File: src/rtl/conv_window_seq_pkg.sv
// Shared definitions for the convolution window sequencer and the PE control stage:
// tap offsets, sequencer FSM states and tap-lane slicing helpers.
package conv_window_seq_pkg;

  localparam int NTAPS = 9;

  // Tap k sits at (DY[k], DX[k]) relative to the window centre.
  localparam int DY [NTAPS] = '{-1, -1, -1, 0, 0, 0, 1, 1, 1};
  localparam int DX [NTAPS] = '{-1, 0, 1, -1, 0, 1, -1, 0, 1};

  typedef enum logic [1:0] {
    ST_IDLE,
    ST_RUN,
    ST_DONE
  } state_t;

  // Tap 0 occupies the most significant lane of every packed tap bus.
  function automatic int lane_lo(input int k, input int lane_w);
    return lane_w * (NTAPS - 1 - k);
  endfunction

  function automatic int mask_bit(input int k);
    return NTAPS - 1 - k;
  endfunction

endpackage

File: src/rtl/conv_tap_gen.sv
// Combinational 3x3 pad-1 tap generator: centre (r, c) -> nine clipped
// row/column indices plus the per-tap valid mask.
module conv_tap_gen
  import conv_window_seq_pkg::*;
#(
  parameter int width_b  = 7,
  parameter int height_b = 3
) (
  input  logic [height_b-1:0]       r,
  input  logic [width_b-1:0]        c,
  input  logic [width_b-1:0]        img_w,
  input  logic [height_b-1:0]       img_h,
  output logic [width_b*NTAPS-1:0]  wr,
  output logic [height_b*NTAPS-1:0] hr,
  output logic [NTAPS-1:0]          mask
);

  for (genvar k = 0; k < NTAPS; k++) begin : g_tap
    logic signed [height_b:0] rs;
    logic signed [width_b:0]  cs;
    logic                     ok;

    // One guard bit keeps r-1 at r=0 negative instead of wrapping.
    assign rs = $signed({1'b0, r}) + $signed((height_b + 1)'(DY[k]));
    assign cs = $signed({1'b0, c}) + $signed((width_b + 1)'(DX[k]));
    assign ok = !rs[height_b] && (rs < $signed({1'b0, img_h})) &&
                !cs[width_b]  && (cs < $signed({1'b0, img_w}));

    assign mask[mask_bit(k)]                   = ok;
    assign wr[lane_lo(k, width_b) +: width_b]  = ok ? cs[width_b-1:0] : '0;
    assign hr[lane_lo(k, height_b) +: height_b] = ok ? rs[height_b-1:0] : '0;
  end

endmodule

File: src/rtl/conv_window_seq.sv
// Read-side window sequencer: one 3x3 window per (row, col, channel group).
// Optional CONV_WINDOW_SEQ_STRIDE2_EN adds a stride2 input (row/col step of 2).
module conv_window_seq
  import conv_window_seq_pkg::*;
#(
  parameter int width_b  = 7,
  parameter int height_b = 3
) (
  input  logic                       clk,
  input  logic                       rst,
  input  logic                       start,
  input  logic [width_b-1:0]         img_w,
  input  logic [height_b-1:0]        img_h,
  input  logic [2:0]                 n_groups,
`ifdef CONV_WINDOW_SEQ_STRIDE2_EN
  input  logic                       stride2,
`endif
  input  logic                       stall,
  output logic [width_b*NTAPS-1:0]   readi_wr,
  output logic [height_b*NTAPS-1:0]  readi_hr,
  output logic [NTAPS-1:0]           en_read,
  output logic                       en_bias,
  output logic [2:0]                 stepr,
  output logic                       en_pe,
  output logic                       busy,
  output logic                       done
);

  state_t               state;
  logic [height_b-1:0]  r_q, h_q, sel_r, sel_h;
  logic [width_b-1:0]   c_q, w_q, sel_c, sel_w;
  logic [2:0]           g_q, ng_q, sel_g, sel_ng;
  logic [width_b:0]     c_sum;
  logic [height_b:0]    r_sum;
  logic                 idle, start_ok, emit, step_s;
  logic                 g_last, c_wrap, r_wrap, last;
  logic [width_b*NTAPS-1:0]  tap_wr;
  logic [height_b*NTAPS-1:0] tap_hr;
  logic [NTAPS-1:0]          tap_mask;

  assign idle     = (state == ST_IDLE);
  assign start_ok = idle && start && (img_w != '0) && (img_h != '0);
  assign emit     = start_ok || ((state == ST_RUN) && !stall);

  // The start cycle already emits window (0,0,0) from the live size inputs,
  // so the first window is visible right after the start edge.
  assign sel_r  = idle ? '0 : r_q;
  assign sel_c  = idle ? '0 : c_q;
  assign sel_g  = idle ? '0 : g_q;
  assign sel_w  = idle ? img_w : w_q;
  assign sel_h  = idle ? img_h : h_q;
  assign sel_ng = idle ? n_groups : ng_q;

`ifdef CONV_WINDOW_SEQ_STRIDE2_EN
  logic s2_q;
  assign step_s = idle ? stride2 : s2_q;
`else
  assign step_s = 1'b0;
`endif

  assign c_sum  = {1'b0, sel_c} + {{(width_b-1){1'b0}}, step_s, ~step_s};
  assign r_sum  = {1'b0, sel_r} + {{(height_b-1){1'b0}}, step_s, ~step_s};
  assign g_last = (sel_g == sel_ng);
  assign c_wrap = (c_sum >= {1'b0, sel_w});
  assign r_wrap = (r_sum >= {1'b0, sel_h});
  assign last   = g_last && c_wrap && r_wrap;

  conv_tap_gen #(
    .width_b  (width_b),
    .height_b (height_b)
  ) u_tap_gen (
    .r     (sel_r),
    .c     (sel_c),
    .img_w (sel_w),
    .img_h (sel_h),
    .wr    (tap_wr),
    .hr    (tap_hr),
    .mask  (tap_mask)
  );

  always_ff @(posedge clk or posedge rst) begin
    if (rst) begin
      state    <= ST_IDLE;
      r_q      <= '0;
      c_q      <= '0;
      g_q      <= '0;
      w_q      <= '0;
      h_q      <= '0;
      ng_q     <= '0;
`ifdef CONV_WINDOW_SEQ_STRIDE2_EN
      s2_q     <= 1'b0;
`endif
      readi_wr <= '0;
      readi_hr <= '0;
      en_read  <= '0;
      en_bias  <= 1'b0;
      stepr    <= '0;
      en_pe    <= 1'b0;
      busy     <= 1'b0;
      done     <= 1'b0;
    end else begin
      if (start_ok) begin
        w_q  <= img_w;
        h_q  <= img_h;
        ng_q <= n_groups;
`ifdef CONV_WINDOW_SEQ_STRIDE2_EN
        s2_q <= stride2;
`endif
      end
      if (emit) begin
        readi_wr <= tap_wr;
        readi_hr <= tap_hr;
        en_read  <= tap_mask;
        stepr    <= sel_g;
        en_bias  <= (sel_g == 3'd0);
        en_pe    <= 1'b1;
        busy     <= 1'b1;
        // Group is innermost, then column, then row.
        if (g_last) begin
          g_q <= '0;
          if (c_wrap) begin
            c_q <= '0;
            r_q <= r_wrap ? '0 : r_sum[height_b-1:0];
          end else begin
            c_q <= c_sum[width_b-1:0];
          end
        end else begin
          g_q <= sel_g + 3'd1;
        end
        state <= last ? ST_DONE : ST_RUN;
      end
      case (state)
        ST_IDLE: begin
          done <= 1'b0;
          if (start && !start_ok) state <= ST_DONE;
        end
        ST_DONE: begin
          done  <= 1'b1;
          en_pe <= 1'b0;
          busy  <= 1'b0;
          state <= ST_IDLE;
        end
        default: ;
      endcase
    end
  end

endmodule

File: config.mk
export PLATFORM = sky130hd
export DESIGN_NAME = conv_window_seq
export DESIGN_NICKNAME = d
export VERILOG_FILES = /design/src/rtl/conv_window_seq_pkg.sv /design/src/rtl/conv_tap_gen.sv /design/src/rtl/conv_window_seq.sv
export SDC_FILE = /design/constraint.sdc
export NUM_CORES = 1
export LEC_CHECK = 0
export ABC_AREA = 1
export ABC_CLOCK_PERIOD_IN_PS = 4600
export CELL_PAD_IN_SITES_DETAIL_PLACEMENT = 1
export CELL_PAD_IN_SITES_GLOBAL_PLACEMENT = 1
export CORE_MARGIN = 1.5
export CORE_UTILIZATION = 39
export DETAILED_ROUTE_END_ITERATION = 10
export MAX_ROUTING_LAYER = met4
export PLACE_DENSITY = 0.91
export SYNTH_ARGS = -nofsm -noshare
export SYNTH_HDL_FRONTEND = slang
export SYNTH_SLANG_ARGS = --single-unit
File: constraint.sdc
create_clock -name clk -period 4.6 [get_ports clk]
set_clock_uncertainty 0.05 [all_clocks]
set_input_delay 0.46 -clock clk [delete_from_list [all_inputs] [get_ports clk]]
set_output_delay 0.46 -clock clk [all_outputs]
set_load 0.03 [all_outputs]
Word-level counts from Yosys, hierarchy flattened:

Cells that the tools add are included.

* bits in registers: 133
* latch bits: 0
* memory bits (writable): 0
* ROM bits: 0
* input bits: 17
* output and inout port bits: 106
* word-level logic and storage cells: 105
* memories kept: 0

* add/subtract/negate cells: 7
* $mul: 0
* divide/modulo/power cells: 0
* $lt $le $gt $ge: 8
* equality and inequality tests: 3
* shifts and indexed selects: 0
* mux-type cells: 34
* bitwise logic cells: 0
* reduce and logical (&&, ||, !) cells: 39

Operators with widths (number)
* 7-bit two-way mux: 12
* 3-bit two-way mux: 15
* 1-bit logical AND: 24
* 7-bit by 1-bit adder with 8-bit output, second input constant: 2
* 8-bit < comparator: 2
* 3-bit by 1-bit adder with 4-bit output, second input constant: 2
* 8-bit by 1-bit adder with 8-bit output, second input constant: 1
* 8-bit by 7-bit >= comparator with 1-bit output: 1
* 4-bit < comparator: 2
* 7-bit < comparator: 1
* 7-bit nonzero test: 1
* 1-bit zero test: 6
* 2-bit two-way mux: 3
* 4-bit by 1-bit adder with 4-bit output, second input constant: 1
* 4-bit by 3-bit >= comparator with 1-bit output: 1
* 2-bit case mux with 2 select lines: 1
* 2-bit nonzero test: 2
* 3-bit by 1-bit adder with 3-bit output, second input constant: 1
* 3-bit equality test: 1
* 3-bit zero test: 1
* 3-bit < comparator: 1
* 3-bit AND reduction: 1
* 3-bit nonzero test: 1
* 2-bit by 1-bit equality test with 1-bit output, second input constant: 1
* 6 further kinds: 7

Logic depth before layout (Yosys ltp):

* depth in word-level cells: 10
* mapped depth: 21
* mapped depth without buffers: 19

By module:

From an unflattened synthesis, not the netlist that was laid out.

* cell total of the unflattened synthesis: 984
* area, all modules: 7806.2 sq um

Modules (own cells, without submodules)
* conv_window_seq: instances 1, cells an instance 692, area each 5876.9 sq um, seq. area each 3328.2 sq um
* conv_tap_gen: instances 1, cells an instance 292, area each 1929.4 sq um, seq. area each 0.0 sq um

Worst setup path before layout:

No wires, ideal clock.

* path kind: reg2reg
* start: register state[0]
* end: register readi_wr[41]
* setup time: 0.065 ns
* arrival: 2.811 ns
* required time: 4.485 ns
* path slack: 1.674 ns
* stages on the path, launching flop included: 16
* buffers on the path: 1
* period minus slack after synthesis: 2.926 ns
* cell sequence: dfrtp_1 -> nor2_8 -> nor2_2 -> clkinv_1 -> ha_1 -> nand3_1 -> xor2_1 -> ha_1 -> nand2_1 -> inv_1 -> nand2_1 -> nand2_1 -> a21oi_1 -> clkbuf_1 -> nand3_1 -> nand2_1

* longest elaborated chain between the ends: 7
* elaborated cells between the ends (all ways): 18
* classes of those cells: 1 x add/sub; 2 x order compare; 1 x eq/ne; 5 x mux; 9 x reduce/logical

RTL lines
* start: declaration: RTL line conv_window_seq.sv:29 `state_t state;`
* start signal: assignment: RTL line conv_window_seq.sv:130 `state <= last ? ST_DONE : ST_RUN;`
* branches (longest 7 deep; another with 8-bit by 1-bit adder with 8-bit output)
* end signal: assignment: RTL line conv_window_seq.sv:111 `readi_wr <= tap_wr;`
* end: declaration: RTL line conv_window_seq.sv:19 `output logic [width_b*NTAPS-1:0] readi_wr,`

Parallel ways; which one is timed is not known.
A chain may end at the register's enable or synchronous reset.

Worst setup path after layout:

* start: register state[0]
* end: register readi_wr[58]

* longest elaborated chain between the ends: 8
* elaborated cells between the ends (all ways): 21
* classes of those cells: 2 x add/sub; 2 x order compare; 1 x eq/ne; 5 x mux; 11 x reduce/logical

RTL lines
* branches (longest 8 deep; another with 8-bit by 1-bit adder with 8-bit output)

Parallel ways; which one is timed is not known.

==> summary.md <==
| Metric | Value |
|---|---|
| Buffers on Ports | `between 100 and 150` |
| Drt first pass iters | `5` |
| M3 GR Usage | `0.05363` |
| Gpl congestion | `0.9221` |
| Syn avg cell area | `roughly 9 um2` |
| Final HPWL DP | `14.35 mm` |
| Top_reg_cell synth | `dfrtp_1` |
| Worst slack at placement | `approximately 0.86 ns` |
| Worst Path Arrival | `4.30 ns` |
| Clock share of power | `0.206` |
| Core Box Area | `16000 um2` |
| CTS H-tree depth | `4` |
| I/O pin count | `123` |
| Grt met1 use | `0.3192` |
| Final WL | `around 22 mm` |
| RR Startpoint | `state[0]` |
| Post-layout min period | `3.993 ns` |
| R2R Setup Slk | `0.61 ns` |
| CTS tree | `yes` |
| Global-route layer with the greatest usage | `met2` |
| Final WS setup | `0.6066 ns` |
| Yosys warns | `0` |
| Initial core utilization | `0.4036` |
| Routed Antenna Nets | `0` |
| Post-Syn Area | `6457 um2` |
| Outcome | `complete, no violations` |
| Final hold vios | `0` |
| Crit-path most repeated cell | `nand2_1` |
| Final core utilization | `0.5264` |
| CTS resizes | `0` |
| Synth cell types | `41` |
| Dpl cell area | `a little under 8000 um2` |
| CTS sink cnt | `133` |
| Slowest cell on the critical path | `xor2_1` |
| Total global routing overflow | `0` |
| CTS Buf Count | `17` |
| GR Layer Usage met2 | `0.4447` |
| # DRC | `0` |
| RR Endpoint | `readi_wr[58]` |
| Sequential element share of the synthesized area | `0.5154` |
| Setup TNS | `0 ns` |
| Ys async rst share | `1.000` |
| Antenna violations before repair | `0` |
| Overall Global Routing Usage | `0.2688` |
| Max cap viols | `0` |
| Class of the worst hold path | `reg2reg` |
| HP Start | `readi_wr[11]` |
| Cell area after layout | `between 8000 and 9000 um2` |
| Largest net degree at the start of global routing | `71` |
| Switch share | `0.4847` |
| Number of global-route vias before repair | `6285` |
| Setup CP Type | `reg2reg` |
| Crit-path max cell delay | `0.58 ns` |
| Post-synth EDFFs | `0` |
| Initial drt markers | `449` |
| Setup violators final | `0` |
| Antenna diode count | `0` |
| Layout net count | `between 800 and 900` |
| Fillers | `1889` |
| Max Freq | `0.2504 GHz` |
| P_sw | `0.003566 W` |
| Maximum vdd drop | `between 0.4 and 0.5 mV` |
| P&R area growth vs syn | `30.44%` |
| Internal | `0.003792 W` |
| Worst-path clk slew | `0.06 ns` |
| Pleak | `4.042 nW` |
| CTS root buf | `clkbuf_16` |
| Critical Path Sink | `readi_wr[58]` |
| Flop pwr share | `0.249` |
| Gate Count Post-Synth | `728` |
| CP Cell Sequence | `nor2_8 > nor2_2 > clkinv_1 > ha_1 > xor2_1 > ha_1 > nand2_1 > o21ai_0 > nand2_1 > nand2_1 > a21oi_2 > buf_4 > nand3_1 > nand2_1` |
| Worst-Skew Late Latency | `0.43 ns` |
| Syn nets | `779` |
| Die area | `17340 um2` |
| Type of origin of the critical path | `flop` |
| Global-route wire length before repair | `34.90 mm` |
| Die Span Y | `131.7 um` |
| Setup bufs post-CTS | `0` |
| Die X | `between 100 and 150 um` |
| Max-slew headroom | `0.4457` |
| CTS hold repair buffers | `0` |
| Slew of the pin with the lowest slew margin | `around 0.83 ns` |
| Share of cells above drive strength 1 | `0.09379` |
| Routed via count | `5765` |
| Longest Clk Path Bufs | `2` |
| Unrepaired setup endpoints after global routing | `false` |
| R2R cell count | `14` |
| Required time worst endpoint | `4.91 ns` |
| Worst Setup SP | `state[0]` |
| Post-route total power | `between 0.007 and 0.008 W` |
| Slew Viols, Final | `0` |
| Yosys reg bits | `133` |
| Worst setup EP type | `flop` |
| Final Cycle Share | `0.8681` |
| Routed wire per std cell | `20.33 um` |
| Comb power frac | `0.544` |
| DR vias/cell | `approximately 5.4` |
| Num rows | `46` |
| Worst Path Max Fanout | `33` |
| Pwr per Cell Area | `873.6 nW/um2` |
cells by family (layout without fill, tap and decap cells):
family,Yosys count,in the layout,share of synthesized area
AND/OR/NAND/NOR,327,327,0.2261
adder cells (fa/ha/maj),34,34,0.06588
buffers and inverters,100,225,0.07305
flip-flops,133,133,0.5154
XOR/XNOR,9,9,0.01337
AO/OA/AOI/OAI,125,125,0.1062
worst min path at each step:
stage | end | cells past startpoint | slack (ns)
6_report | readi_wr[11] | 2 | 0.43
5_1_grt | readi_wr[41] | 2 | 0.45
4_1_cts | h_q[2] | 2 | 0.43
3_5_place_dp | readi_wr[20] | 2 | 0.42
3_3_place_gp | w_q[4] | 2 | 0.41
2_1_floorplan | h_q[1] | 2 | 0.40
power by group through the flow:
stage          logic (W)  registers [W]  clock network (W)
4_1_cts          0.00396        0.00183            0.00153
5_1_grt          0.00430        0.00187            0.00157
6_report         0.00401        0.00183            0.00152
3_3_place_gp     0.00365        0.00183                  0
3_5_place_dp     0.00384        0.00184                  0
2_1_floorplan    0.00203        0.00232                  0
layer usage:
| metal | part of all wire | vias to the layer above |
|---|---|---|
| li1 | - | 2573 |
| met1 | 0.41 | 2898 |
| met2 | 0.50 | 235 |
| met3 | 0.053 | 59 |
| met4 | 0.032 | 0 |
| met5 | 0 | - |
synth_stat cells (7+ instances only):
master	n	share of area
a21oi_1	12	0.0093
buf_2	9	0.0070
buf_4	13	0.015
dfrtp_1	133	0.52
ha_1	34	0.066
inv_1	58	0.034
inv_2	7	0.0041
nand2_1	225	0.13
nand3_1	41	0.032
nand4_1	7	0.0068
nor2_1	24	0.014
nor2_2	10	0.0097
o21ai_0	51	0.040
o21ai_1	48	0.037
xor2_1	7	0.0095
through the flow:
step | hold slack, ns | instances
floorplan | 0.3979 | 728
global placement | 0.4096 | 1037
detailed placement | 0.4162 | 1037
CTS | 0.4325 | 1069
global route | 0.4529 | 1069
finish | 0.4302 | 1069
placed cells by master, fill, tap and decap left out, types with 2 or more instances in the layout:
cell | Yosys | layout
nand2_1 | 225 | 225
dfrtp_1 | 133 | 133
clkdlybuf4s50_1 | 0 | 122
inv_1 | 58 | 57
o21ai_0 | 51 | 51
o21ai_1 | 48 | 48
nand3_1 | 41 | 41
ha_1 | 34 | 34
nor2_1 | 24 | 24
clkbuf_16 | 0 | 17
a21oi_1 | 12 | 11
nor2_2 | 10 | 10
inv_2 | 7 | 7
nand4_1 | 7 | 7
xor2_1 | 7 | 7
nand2_4 | 6 | 6
o22ai_2 | 5 | 5
bufinv_16 | 0 | 5
nand2_2 | 4 | 4
clkinv_2 | 1 | 4
o21a_1 | 3 | 3
inv_6 | 0 | 3
a21oi_2 | 1 | 2
nor2_4 | 2 | 2
nand3_2 | 2 | 2
inv_4 | 1 | 2
o22ai_1 | 2 | 2
clkbuf_1 | 6 | 2
buf_4 | 13 | 2
layout make-up:
cell class	count	area, um2	share of cell area
well taps	216	270.3	0.03209
clock inverters	12	198.9	0.02362
flip-flops and latches	133	3328	0.3951
clock buffers	20	446.7	0.05303
repair buffers	125	1256	0.1491
multi-input cells	495	2661	0.3160
inverters	68	261.5	0.03105
critical path, delay by kind of cell, from the launching register on:
kind / cells / cell delay [ns]
AND/OR/NAND/NOR: 7 / 1.01
adder cells (fa/ha/maj): 2 / 0.75
XOR/XNOR: 1 / 0.58
buffers and inverters: 2 / 0.76
flip-flops: 1 / 0.53
AO/OA/AOI/OAI: 2 / 0.23
sequential cells by signal, indices dropped and copies added, names as in the netlist:
signal / flops
done: 1
en_read: 9
g_q: 3
state: 2
en_bias: 1
stepr: 3
h_q: 3
busy: 1
c_q: 7
readi_wr: 63
ng_q: 3
r_q: 3
readi_hr: 27
w_q: 7
(Power assumes the default switching activity.)
